File: config.mk
export PLATFORM = sky130hd
export DESIGN_NAME = cam_stream_gen_flat
export DESIGN_NICKNAME = d
export VERILOG_FILES = /design/src/rtl/cam_stream_gen_if.sv /design/src/rtl/cam_stream_gen.sv /design/src/flat_wrapper.sv
export SDC_FILE = /design/constraint.sdc
export NUM_CORES = 1
export LEC_CHECK = 0
export CELL_PAD_IN_SITES_DETAIL_PLACEMENT = 2
export CELL_PAD_IN_SITES_GLOBAL_PLACEMENT = 2
export CORE_MARGIN = 8
export CORE_UTILIZATION = 33
export DETAILED_ROUTE_END_ITERATION = 10
export PLACE_DENSITY = 0.74
export SETUP_SLACK_MARGIN = 0.4
export SYNTH_ARGS = -nofsm -noshare
export SYNTH_HDL_FRONTEND = slang
export SYNTH_SLANG_ARGS = --single-unit
File: constraint.sdc
create_clock -name pclk -period 4.7 [get_ports pclk]
set_clock_uncertainty 0.15 [all_clocks]
set_input_delay 0.94 -clock pclk [delete_from_list [all_inputs] [get_ports pclk]]
set_output_delay 0.94 -clock pclk [all_outputs]
set_load 0.005 [all_outputs]
File: src/rtl/cam_stream_gen_if.sv
// Camera stream bundle: run controls into the generator, sync/pixel signals out of it.
interface cam_stream_gen_if;
    logic       enable;
    logic [1:0] pattern_sel;
    logic [7:0] level;
    logic       vsync;
    logic       href;
    logic [7:0] pix_data;
    logic       write_enable_out;
    logic       frame_done;
    logic [7:0] frame_count;

    modport master (
        input  enable, pattern_sel, level,
        output vsync, href, pix_data, write_enable_out, frame_done, frame_count
    );

    modport slave (
        output enable, pattern_sel, level,
        input  vsync, href, pix_data, write_enable_out, frame_done, frame_count
    );
endinterface

File: src/rtl/cam_stream_gen.sv
// Synthetic camera stream generator (vsync/href/pixel bytes with a strobe on every second cycle).
// Define CAM_STREAM_GEN_FRAME_CNT_EN to enable the frame counter and the moving-ramp pattern.
module cam_stream_gen #(
    parameter int unsigned LINE_BYTES  = 320,
    parameter int unsigned FRAME_LINES = 240,
    parameter int unsigned VSYNC_CYC   = 4,
    parameter int unsigned VBACK_CYC   = 8,
    parameter int unsigned HBLANK_CYC  = 16
) (
    input  logic              pclk,
    input  logic              reset,
    cam_stream_gen_if.master  cam
);
    localparam int unsigned LineCyc = 2 * LINE_BYTES;
    localparam int unsigned CntA    = (LineCyc > VSYNC_CYC) ? LineCyc : VSYNC_CYC;
    localparam int unsigned CntB    = (VBACK_CYC > HBLANK_CYC) ? VBACK_CYC : HBLANK_CYC;
    localparam int unsigned CntMax  = (CntA > CntB) ? CntA : CntB;
    localparam int unsigned CntW    = $clog2(CntMax);
    localparam int unsigned LineW   = (FRAME_LINES > 1) ? $clog2(FRAME_LINES) : 1;

    typedef enum logic [2:0] {StIdle, StVsync, StVback, StLine, StHblank} state_e;

    state_e            state_q, state_d;
    logic [CntW-1:0]   cnt_q, cnt_d;
    logic [LineW-1:0]  line_q, line_d;
    logic [1:0]        sel_q, sel_d;
    logic [7:0]        level_q, level_d;
    logic              frame_end;
    logic              vsync_q, vsync_d, href_q, href_d, we_q, we_d, done_q, done_d;
    logic [7:0]        pix_q, pix_d, pat;
    logic [CntW-1:0]   x_idx;
    logic [7:0]        x8, y8;

    always_comb begin
        state_d   = state_q;
        cnt_d     = cnt_q + CntW'(1);
        line_d    = line_q;
        sel_d     = sel_q;
        level_d   = level_q;
        frame_end = 1'b0;
        case (state_q)
            StIdle: begin
                cnt_d  = '0;
                line_d = '0;
                if (cam.enable) begin
                    state_d = StVsync;
                    sel_d   = cam.pattern_sel;
                    level_d = cam.level;
                end
            end
            StVsync: if (cnt_q == CntW'(VSYNC_CYC - 1)) begin
                state_d = StVback;
                cnt_d   = '0;
            end
            StVback: if (cnt_q == CntW'(VBACK_CYC - 1)) begin
                state_d = StLine;
                cnt_d   = '0;
            end
            StLine: if (cnt_q == CntW'(LineCyc - 1)) begin
                state_d = StHblank;
                cnt_d   = '0;
            end
            StHblank: if (cnt_q == CntW'(HBLANK_CYC - 1)) begin
                cnt_d = '0;
                if (line_q == LineW'(FRAME_LINES - 1)) begin
                    frame_end = 1'b1;
                    line_d    = '0;
                    // Enable is only consulted here, so a frame in flight always completes.
                    if (cam.enable) begin
                        state_d = StVsync;
                        sel_d   = cam.pattern_sel;
                        level_d = cam.level;
                    end else begin
                        state_d = StIdle;
                    end
                end else begin
                    line_d  = line_q + LineW'(1);
                    state_d = StLine;
                end
            end
            default: state_d = StIdle;
        endcase
    end

`ifdef CAM_STREAM_GEN_FRAME_CNT_EN
    logic [7:0] fc_q, fc_d;

    always_comb begin
        fc_d = fc_q;
        if (frame_end) fc_d = fc_q + 8'd1;
    end

    always_ff @(posedge pclk or posedge reset) begin
        if (reset) fc_q <= 8'h00;
        else       fc_q <= fc_d;
    end

    assign cam.frame_count = fc_q;
`else
    assign cam.frame_count = 8'h00;
`endif

    // Outputs are registered from next-state values so they line up with the state they describe.
    assign x_idx = cnt_d >> 1;
    assign x8    = 8'(x_idx);
    assign y8    = 8'(line_d);

    always_comb begin
        pat = 8'h00;
        case (sel_q)
            2'd0: pat = level_q;
            2'd1: pat = x8;
`ifdef CAM_STREAM_GEN_FRAME_CNT_EN
            2'd2: pat = x8 + fc_q;
`else
            2'd2: pat = x8;
`endif
            default: pat = (x8[2] ^ y8[2]) ? 8'hFF : 8'h00;
        endcase
    end

    always_comb begin
        vsync_d = (state_d == StVsync);
        href_d  = (state_d == StLine);
        we_d    = href_d & cnt_d[0];
        pix_d   = href_d ? pat : 8'h00;
        done_d  = frame_end;
    end

    always_ff @(posedge pclk or posedge reset) begin
        if (reset) begin
            state_q <= StIdle;
            cnt_q   <= '0;
            line_q  <= '0;
            sel_q   <= 2'd0;
            level_q <= 8'h00;
            vsync_q <= 1'b0;
            href_q  <= 1'b0;
            we_q    <= 1'b0;
            done_q  <= 1'b0;
            pix_q   <= 8'h00;
        end else begin
            state_q <= state_d;
            cnt_q   <= cnt_d;
            line_q  <= line_d;
            sel_q   <= sel_d;
            level_q <= level_d;
            vsync_q <= vsync_d;
            href_q  <= href_d;
            we_q    <= we_d;
            done_q  <= done_d;
            pix_q   <= pix_d;
        end
    end

    assign cam.vsync            = vsync_q;
    assign cam.href             = href_q;
    assign cam.pix_data         = pix_q;
    assign cam.write_enable_out = we_q;
    assign cam.frame_done       = done_q;
endmodule

File: src/flat_wrapper.sv
// flat-port wrapper written by rule: the top's interface ports become plain ports
module cam_stream_gen_flat 
#(
    parameter int unsigned LINE_BYTES  = 320,
    parameter int unsigned FRAME_LINES = 240,
    parameter int unsigned VSYNC_CYC   = 4,
    parameter int unsigned VBACK_CYC   = 8,
    parameter int unsigned HBLANK_CYC  = 16
)
  (pclk, reset, cam_enable, cam_pattern_sel, cam_level, cam_vsync, cam_href, cam_pix_data, cam_write_enable_out, cam_frame_done, cam_frame_count);
  cam_stream_gen_if cam_i ();
  input  logic pclk;
  input  logic reset;
  input wire logic [$bits(cam_i.enable)-1:0] cam_enable;
  input wire logic [$bits(cam_i.pattern_sel)-1:0] cam_pattern_sel;
  input wire logic [$bits(cam_i.level)-1:0] cam_level;
  output wire logic [$bits(cam_i.vsync)-1:0] cam_vsync;
  output wire logic [$bits(cam_i.href)-1:0] cam_href;
  output wire logic [$bits(cam_i.pix_data)-1:0] cam_pix_data;
  output wire logic [$bits(cam_i.write_enable_out)-1:0] cam_write_enable_out;
  output wire logic [$bits(cam_i.frame_done)-1:0] cam_frame_done;
  output wire logic [$bits(cam_i.frame_count)-1:0] cam_frame_count;
  assign cam_i.enable = cam_enable;
  assign cam_i.pattern_sel = cam_pattern_sel;
  assign cam_i.level = cam_level;
  assign cam_vsync = cam_i.vsync;
  assign cam_href = cam_i.href;
  assign cam_pix_data = cam_i.pix_data;
  assign cam_write_enable_out = cam_i.write_enable_out;
  assign cam_frame_done = cam_i.frame_done;
  assign cam_frame_count = cam_i.frame_count;
  cam_stream_gen #(.LINE_BYTES(LINE_BYTES), .FRAME_LINES(FRAME_LINES), .VSYNC_CYC(VSYNC_CYC), .VBACK_CYC(VBACK_CYC), .HBLANK_CYC(HBLANK_CYC)) u_core (.pclk(pclk), .reset(reset), .cam(cam_i));
endmodule
==> tab_implementation.tex <==
\begin{tabular}{lr}
\hline
Metric & Value \\
\hline
\multicolumn{2}{l}{\textbf{Synthesis}} \\
Netlist Area Pre-Place & around 2200 µm² \\
Average footprint of a synthesized cell & 10.1 µm² \\
Number of enable flip-flop cells after synthesis & 0 \\
Cells after synthesis & 222 \\
Dominant synthesized flop cell & sky130\_fd\_sc\_hd\_\_dfrtp\_1 \\
Yosys synthesis warning count & 0 \\
Yosys cell types & 51 \\
FF+latch count, synth & 43 \\
Register area share after synthesis & 0.479 \\
Post-synthesis async set-or-reset flop share & 1.00 \\
\multicolumn{2}{l}{\textbf{CTS}} \\
Clock edge transition at the registers on the reported setup and hold paths & roughly 0.09 ns \\
Longest Clk Path Bufs & 2 \\
CTS tree & done \\
Post-CTS Setup Inserts & 0 \\
Htree depth & 2 \\
Buffer cell driving the clock tree root & sky130\_fd\_sc\_hd\_\_clkbuf\_8 \\
Post-CTS sizing & 0 \\
Clock latency of the later-clocked register in the worst-skew pair & 0.29 ns \\
Number of buffers created by CTS & 5 \\
Count of hold buffers inserted by post-cts repair & 0 \\
Sink Count & 43 \\
\multicolumn{2}{l}{\textbf{Drt}} \\
Vias post-DR & 1692 \\
DR WL/cell & roughly 18 µm \\
Vias/cell & 5.22 \\
Number of design-rule violations left by the first detailed-router iteration & 60 \\
Residual DRC & 0 \\
DRT antenna net count & 0 \\
Length of the first detailed-routing pass in iterations & 3 \\
Detailed Route WL & 5830 µm \\
\multicolumn{2}{l}{\textbf{Layout}} \\
Layout Area Growth over Synthesis & 16.1\% \\
Share of layout cells above drive strength 1 & 0.119 \\
Count of fill cells added during filler insertion & between 700 and 800 \\
\# diodes & 0 \\
Commonest cells after routing, fill and taps aside & sky130\_fd\_sc\_hd\_\_dfrtp\_1 (43), sky130\_fd\_sc\_hd\_\_clkdlybuf4s50\_1 (24), sky130\_fd\_sc\_hd\_\_nor2\_1 (19) \\
Number of cells in the finished layout apart from fillers & 324 \\
Total number of nets in the final design & around 260 \\
Sequential Area & $\sim$1100 µm² \\
Area used by multi-input combinational logic & 1060 µm² \\
Most common library cell in the layout ignoring fill and taps & sky130\_fd\_sc\_hd\_\_dfrtp\_1 \\
Post-Route Utilization & 0.390 \\
Final cell area excluding filler cells & 2610 µm² \\
\multicolumn{2}{l}{\textbf{STA}} \\
Max Transition Viols Final & 0 \\
Normalized max-slew margin & 0.525 \\
Fraction of the cycle the final worst path needs & 0.613 \\
Setup repair after global routing missed its margin & no \\
Peak clock frequency supported by timing & 347 MHz \\
Shortest period the worst path allows & 2.88 ns \\
Transition time of the tightest slew-check pin & roughly 0.7 ns \\
Final-report hold violation count & 0 \\
Total negative slack for setup checks & 0 ns \\
Smallest hold slack & 0.332 ns \\
Number of setup violations in the final report & 0 \\
\multicolumn{2}{l}{\textbf{Worst setup path}} \\
Buf+Inv Stages, Crit Path & 0 \\
Critical path's top delay family & simple AND/OR/NAND/NOR gates \\
Critical path data required time & 4.74 ns \\
Worst path slowest cell & sky130\_fd\_sc\_hd\_\_or4\_1 \\
Category of the most critical setup path & register to register \\
Startpoint class of the critical path & register \\
Delay of the slowest cell on the worst path & 0.69 ns \\
Critical path endpoint category & register \\
Library cell appearing most often on the critical path & sky130\_fd\_sc\_hd\_\_nand3\_1 \\
CP Max Fanout & 10 \\
Data arrival time at the worst-slack endpoint & 2.92 ns \\
Chain of cells forming the critical path & or4\_1 > nor3\_4 > nand4\_2 > nand3\_1 > nand3\_1 > nor3b\_1 \\
\multicolumn{2}{l}{\textbf{Die}} \\
Placeable Area & 6680 µm² \\
Die X & between 90 and 100 µm \\
Die Footprint & around 9700 µm² \\
Number of top-level design ports & 33 \\
Row Count & 30 \\
Starting density of the core & 0.336 \\
Floorplan die height & $\sim$100 µm \\
\multicolumn{2}{l}{\textbf{Status}} \\
Result of the run & finished, final reports clean \\
\multicolumn{2}{l}{\textbf{Power}} \\
Switching pwr & 136 µW \\
Leakage dissipation & 0.00110 µW \\
Share of power burned in combinational logic & 0.032 \\
Clk network pwr share & 0.369 \\
Power density over cell area & roughly 240 nW/µm² \\
Worst ir drop on vdd & 108 µV \\
Switching Fraction & 0.221 \\
Proportion of power drawn by flip-flops and latches & 0.599 \\
Internal power & $\sim$480 µW \\
\multicolumn{2}{l}{\textbf{GRT}} \\
Pin count of the biggest net entering global routing & 44 \\
Met1 track demand over resource in global routing & 0.147 \\
Met2 capacity usage during global routing & 0.216 \\
Layer with the highest usage after global routing & met2 \\
Via count of the first global-routing pass & 1919 \\
Wire length of the first global-routing pass & between 9000 and 10000 µm \\
Global router's overall resource usage & 0.124 \\
Antenna violations before repair & 0 \\
GRT Residual Overflow & 0 \\
Global Route met3 Usage & 0.0352 \\
\multicolumn{2}{l}{\textbf{Placed design}} \\
Placed cell areas & 2520 µm² \\
Routability congestion estimate from global placement & 0.779 \\
Placed wire-length estimate after detailed placement & 4410 µm \\
Total of buffers placed on input and output ports & 24 \\
Post-Place Cells & about 320 \\
\multicolumn{2}{l}{\textbf{Hold path}} \\
Worst hold path type & register to register \\
\multicolumn{2}{l}{\textbf{Flow run}} \\
Max cap viols & 0 \\
\hline
\end{tabular}
==> worst register-to-register path, stage by stage, from the launching register on <==
cell and delay (ns):
sky130_fd_sc_hd__dfrtp_1 0.43, sky130_fd_sc_hd__or4_1 0.69, sky130_fd_sc_hd__nor3_4 0.30, sky130_fd_sc_hd__nand4_2 0.30, sky130_fd_sc_hd__nand3_1 0.27, sky130_fd_sc_hd__nand3_1 0.32
sky130_fd_sc_hd__nor3b_1 0.32
==> per-stage QoR <==
step | total power (µW) | setup WS (ns)
2_1_floorplan | 389 | 2.29
3_3_place_gp | 397 | 1.96
3_5_place_dp | 397 | 1.82
4_1_cts | 630 | 1.78
5_1_grt | 643 | 1.59
6_report | 617 | 1.82
==> routing by layer <==
| metal | wire length, µm | part of all wire |
|---|---|---|
| met5 | 0 | 0 |
| met3 | 197 | 0.034 |
| met2 | 2960 | 0.51 |
| met4 | 25 | 0.0043 |
| met1 | 2650 | 0.45 |
==> cell families after synthesis <==
group,after synthesis,synth area share
and+or+nand+nor,87,0.221
DFF,43,0.479
AOI/OAI and AO/OA,40,0.118
buffers and inverters,26,0.0580
muxes,12,0.0647
xor gates and xnor gates,9,0.0351
adders and majority gates,4,0.0223
other,1,0.00167
==> layout make-up <==
type / instances / area share
multi-input cells: 160 / 0.409
flip-flops and latches: 43 / 0.413
clock buffers: 5 / 0.0264
repair buffers: 25 / 0.0951
inverters: 9 / 0.0130
clock inverters: 2 / 0.00528
well taps: 80 / 0.0384
==> Yosys cell counts (4+ instances only) <==
master / n / area, µm²
sky130_fd_sc_hd__nor3_1: 5 / 25.0
sky130_fd_sc_hd__and3_1: 5 / 31.3
sky130_fd_sc_hd__and2_1: 6 / 37.5
sky130_fd_sc_hd__inv_1: 9 / 33.8
sky130_fd_sc_hd__nor4_1: 4 / 25.0
sky130_fd_sc_hd__nand2_1: 11 / 41.3
sky130_fd_sc_hd__xnor2_1: 5 / 43.8
sky130_fd_sc_hd__nand2b_1: 4 / 25.0
sky130_fd_sc_hd__a21oi_1: 9 / 45.0
sky130_fd_sc_hd__buf_4: 8 / 60.1
sky130_fd_sc_hd__ha_1: 4 / 50.1
sky130_fd_sc_hd__mux2_2: 10 / 113
sky130_fd_sc_hd__a211oi_1: 4 / 30.0
sky130_fd_sc_hd__clkbuf_1: 6 / 22.5
sky130_fd_sc_hd__xor2_1: 4 / 35.0
sky130_fd_sc_hd__dfrtp_1: 43 / 1080
sky130_fd_sc_hd__nand3_1: 11 / 55.1
sky130_fd_sc_hd__o21ai_0: 12 / 60.1
sky130_fd_sc_hd__nor2_1: 19 / 71.3
==> sequential cells by signal, indices dropped and copies added, names as in the netlist <==
signal and cells:
u_core.cnt_q 10, u_core.cam.pix_data 8, u_core.level_q 8, u_core.line_q 8, u_core.state_q 3, u_core.sel_q 2, u_core.cam.frame_done 1, u_core.cam.href 1
u_core.cam.vsync 1, u_core.cam.write_enable_out 1
==> path summary, 6_finish.rpt <==
path,startpoint,end,slack [ns],depth (start not counted)
worst max-delay path,u_core.cnt_q[5],u_core.cam.pix_data[6],1.82,6
worst min-delay path,u_core.line_q[7],u_core.line_q[7],0.33,1
worst max register to register,u_core.cnt_q[5],u_core.cam.pix_data[6],1.82,6
worst min register to register,u_core.line_q[7],u_core.line_q[7],0.33,1
max in group asynchronous,reset,u_core.line_q[3],3.07,3
min in group asynchronous,reset,u_core.sel_q[0],0.93,3
==> power groups by stage <==
stage	registers, µW	clock network (µW)	logic [µW]
final	370	228	19.8
after global placement	377	0	19.9
after detailed placement	377	0	20.3
after CTS	370	240	20.2
after global routing	370	250	22.7
after floorplan	377	0	11.9
Note: power is estimated with default switching activity, not from simulation.
